==> src/rtl/abs_value_pipe.sv <==
// Streaming two-stage absolute-value unit: signed sample in, unsigned magnitude out.
// Optional running-peak register on completed output transfers, enabled by ABS_PEAK_HOLD_EN.
module abs_value_pipe #(
  parameter int WIDTH    = 16,
  parameter int SATURATE = 1
) (
  input  logic             clk,
  input  logic             reset,
  input  logic             in_valid,
  output logic             in_ready,
  input  logic [WIDTH-1:0] in_data,
  output logic             out_valid,
  input  logic             out_ready,
  output logic [WIDTH-1:0] out_data,
  output logic             out_sign,
  output logic             out_ovf
`ifdef ABS_PEAK_HOLD_EN
  ,
  input  logic             peak_clr,
  output logic [WIDTH-1:0] peak_value
`endif
);

  localparam logic [WIDTH-1:0] MIN_VAL = {1'b1, {(WIDTH-1){1'b0}}};
  localparam logic [WIDTH-1:0] MAX_POS = {1'b0, {(WIDTH-1){1'b1}}};
  localparam logic [WIDTH-1:0] ONE     = {{(WIDTH-1){1'b0}}, 1'b1};

  // Handshake: a transfer happens on an edge where valid && ready on that side;
  // both stages advance together, so a stalled output freezes the whole pipe.
  logic adv;
  assign adv      = !out_valid || out_ready;
  assign in_ready = adv;

  logic             s1_valid;
  logic [WIDTH-1:0] s1_x;
  logic             s1_sign;
  logic [WIDTH-1:0] s1_neg;
  logic             s1_min;

  logic [WIDTH-1:0] s2_mag;

  always_comb begin
    s2_mag = s1_sign ? s1_neg : s1_x;
    if (s1_min) begin
      s2_mag = (SATURATE != 0) ? MAX_POS : s1_neg;
    end
  end

  // Payload registers load only with a valid sample, so idle-cycle data never reaches the outputs.
  always_ff @(posedge clk) begin
    if (reset) begin
      s1_valid  <= 1'b0;
      s1_x      <= '0;
      s1_sign   <= 1'b0;
      s1_neg    <= '0;
      s1_min    <= 1'b0;
      out_valid <= 1'b0;
      out_data  <= '0;
      out_sign  <= 1'b0;
      out_ovf   <= 1'b0;
    end else if (adv) begin
      s1_valid <= in_valid;
      if (in_valid) begin
        s1_x    <= in_data;
        s1_sign <= in_data[WIDTH-1];
        s1_neg  <= ~in_data + ONE;
        s1_min  <= (in_data == MIN_VAL);
      end
      out_valid <= s1_valid;
      if (s1_valid) begin
        out_data <= s2_mag;
        out_sign <= s1_sign;
        out_ovf  <= s1_min;
      end
    end
  end

`ifdef ABS_PEAK_HOLD_EN
  logic [WIDTH-1:0] peak_base;
  assign peak_base = peak_clr ? '0 : peak_value;

  // Clear takes effect before the compare, so a coincident transfer becomes the new peak.
  always_ff @(posedge clk) begin
    if (reset) begin
      peak_value <= '0;
    end else if (out_valid && out_ready && (out_data > peak_base)) begin
      peak_value <= out_data;
    end else begin
      peak_value <= peak_base;
    end
  end
`endif

endmodule

==> config.mk <==
export PLATFORM = sky130hd
export DESIGN_NAME = abs_value_pipe
export DESIGN_NICKNAME = d
export VERILOG_FILES = /design/src/rtl/abs_value_pipe.sv
export SDC_FILE = /design/constraint.sdc
export NUM_CORES = 1
export LEC_CHECK = 0
export ABC_AREA = 1
export CAP_MARGIN = 20
export CORE_MARGIN = 10
export CORE_UTILIZATION = 48
export CTS_CLUSTER_SIZE = 8
export DETAILED_ROUTE_END_ITERATION = 8
export PLACE_DENSITY_LB_ADDON = 0.1
export SLEW_MARGIN = 5
export SYNTH_ARGS = -nofsm -noshare
export SYNTH_HDL_FRONTEND = slang
export SYNTH_SLANG_ARGS = --single-unit
==> constraint.sdc <==
create_clock -name clk -period 1.27 [get_ports clk]
set_clock_uncertainty 0.1 [all_clocks]
set_input_delay 0.254 -clock clk [delete_from_list [all_inputs] [get_ports clk]]
set_output_delay 0.254 -clock clk [all_outputs]
set_load 0.05 [all_outputs]
==> flow_summary_export.csv <==
group,metric,value,unit
logic_synthesis,syn-num-nets,377,
finish,final_cell_mix,"nand2_1, dfxtp_1, inv_1",
logic_synthesis,ys_types,25,
sta,fmax,722,MHz
finish,drive_above_1_share,0.373,
placed_design,dp_slack,-0.495,ns
setup_path,end_kind,"flip-flop",
setup_path,path_class,"flip-flop to flip-flop",
drt,drc,0,
drt,routed_wl,7220,microns
setup_path,worst_r2r_endpoint,"s1_neg[9]",
finish,nets,460,
finish,final_cell_area,4070,sq um
logic_synthesis,yosys_register_bits,52,
placed_design,gp_congestion,0.814,
sta,tns,-2.55,ns
min_path,worstHoldStart,"in_data[9]",
setup_path,critPathTopFamily,"simple AND/OR/NAND/NOR gates",
floorplan,design.core.area,5070,sq um
floorplan,die_w,92.0,microns
floorplan,num_rows,26,
placed_design,dpl_cell_area,3470,sq um
global_routing,grt_pass1_vias,2468,
power_and_ir_drop,p_leak,0.00175,uW
logic_synthesis,synth_area_per_cell,6.99,sq um
placed_design,place.port_buffers,39,
logic_synthesis,yosysWarnings,0,
setup_path,worstPathMaxFanout,8,
sta,fin_crit_sh,1.09,
floorplan,start_util,0.490,
global_routing,gr-total-overflow,0,
finish,diodes,0,
drt,viasPerCell,5.08,
sta,fin_crit,1.39,ns
min_path,hp-class,"primary input to flip-flop",
clock_network,cts_tree,"built",
setup_path,crit_required,1.39,ns
sta,setup_viol,40,
logic_synthesis,synth_area,2490,sq um
setup_path,timing.rr.start,"out_valid",
floorplan,io_pins,40,
clock_network,numCtsBuffers,5,
drt,dr.pass1.iters,4,
power_and_ir_drop,power.density,949,nW/um^2
setup_path,worst-path-buf-inv,3,
global_routing,antenna_found_initial,0,
drt,routedWlPerCell,14.2,microns
setup_path,cp-start-kind,"flip-flop",
drt,vias,2593,
sta,slew_viol_final,0,
sta,rsz0062_at_grt,"yes",
setup_path,crit_arrival,1.50,ns
finish,area_growth,63.4,%
global_routing,grt_max_degree,21,
setup_path,max_stage_delay,0.38,ns
clock_network,clk_path_buf_depth,2,
placed_design,place_hpwl,4700,microns
sta,hold_slack,0.349,ns
setup_path,r2r_setup_slack,-0.12,ns
clock_network,clkLatencyLatePin,0.31,ns
logic_synthesis,seq_area_frac_synth,0.419,
setup_path,critPathSlowestCell,"dfxtp_4",
finish,layout_commonest_cell,"nand2_1",
sta,finalWorstSetupSlack,-0.115,ns
outcome,violations,"negative setup slack",
clock_network,cts.clk_slew.worst_paths,0.09,ns
drt,postRouteAntennaNets,0,
setup_path,worstPathCellList,"nand2_8, buf_12, nand2_8, buf_12, nor2_4, nand2_1, nand3_2, nand2_2, inv_2",
sta,tightestPinTransition,0.612,ns
min_path,min_to,"s1_x[9]",
finish,regArea,1040,sq um
clock_network,htreeDepth,2,
logic_synthesis,syn_inst,356,
min_path,hold_depth,4,
floorplan,dieArea,8460,sq um
global_routing,grt.total_usage,0.159,
finish,layout.filler_cells,322,
clock_network,cts_sinks,52,
drt,drt-initial-drc-count,124,
finish,finish.utilization,0.801,
global_routing,grt_pass1_wl,11300,microns
finish,multi_input_area,1500,sq um
power_and_ir_drop,ir_worst_vdd,687,uV
outcome,outcome,"finished, violations left",
flow_run,maxCapViolCount,0,
setup_path,ff2ff_path_depth,9,
floorplan,chipHeight,92.0,microns
clock_network,clockRootBuffer,"clkbuf_8",
sta,hold_viol,0,
sta,maxSlewHeadroom,0.591,
-- through the flow --
step	total power (uW)	std cells
detailed placement	2590	491
CTS	3800	506
global placement	2570	491
finish	3860	510
floorplan	2220	356
global route	4000	510
-- timing repair --
action	CTS	global route
endpoints found under the hold margin	0	0
pin swaps	24	19
gates cloned	3	2
buffers inserted	5	2
hold buffers	0	0
resized for setup	86	38
endpoints found under the setup margin	47	45
-- per-layer routing --
metal | up-vias | track usage | wire length (microns)
met2 | 79 | 0.263 | 3500
li1 | 1302 | - | -
met4 | 0 | 0.0656 | 124
met1 | 1198 | 0.194 | 3240
met5 | - | 0 | 0
met3 | 14 | 0.0375 | 348
-- synthesized netlist by cell type, drive strengths merged --
master,instances,share of area
ha,1,0.0050
dfxtp,52,0.42
nand2,83,0.13
nand3,24,0.048
a211oi,9,0.037
inv,46,0.069
clkbuf,6,0.0096
buf,13,0.037
o21ai,42,0.085
nor2,47,0.085
nand4,2,0.0050
a21oi,27,0.054
xor2,3,0.011
nor3,1,0.0020
-- area by class of cell --
class,instances,area share
clock buffer,6,0.0179
sequential,52,0.257
tap,70,0.0215
multi-input combinational,241,0.368
inverter,46,0.0456
clock inverter,2,0.00862
timing repair buffer,93,0.281
-- flip-flops by register name (all words and copies together) (netlist names) --
register / flops
out_ovf: 1
s1_valid: 1
s1_neg: 15
out_valid: 1
s1_min: 1
out_data: 16
s1_x: 16
out_sign: 1
-- how the worst max path moves through the flow --
stage,from,endpoint,slack [ns],cells past startpoint
after global routing,out_valid,out_data[7],-0.16,8
after floorplan,out_valid,s1_neg[6],-0.04,8
after detailed placement,in_data[1],s1_neg[10],-0.49,10
final,out_valid,s1_neg[9],-0.12,9
after CTS,out_valid,in_ready,-0.10,3
after global placement,in_data[1],s1_neg[14],-0.47,10
-- cells by family after synthesis --
| logic type | synth area share |
|---|---|
| AND/OR/NAND/NOR | 0.274 |
| adder cells (fa/ha/maj) | 0.00503 |
| AO/OA/AOI/OAI | 0.176 |
| flip-flops | 0.419 |
| XOR/XNOR | 0.0106 |
| buffers and inverters | 0.116 |
-- where the power goes --
part / leakage, uW / switching [uW] / internal, uW
clock network: 0.0000552 / 542 / 585
registers: 0.000428 / 63.3 / 1720
logic: 0.00127 / 504 / 441
total: 0.00175 / 1110 / 2750
-- worst reg2reg max path, cell delays in order, from the launching register on --
cell,delay [ns]
dfxtp_4,0.38
nand2_8,0.06
buf_12,0.14
nand2_8,0.14
buf_12,0.16
nor2_4,0.04
nand2_1,0.08
nand3_2,0.08
nand2_2,0.08
inv_2,0.04
Note: power is estimated with default switching activity, not from simulation.
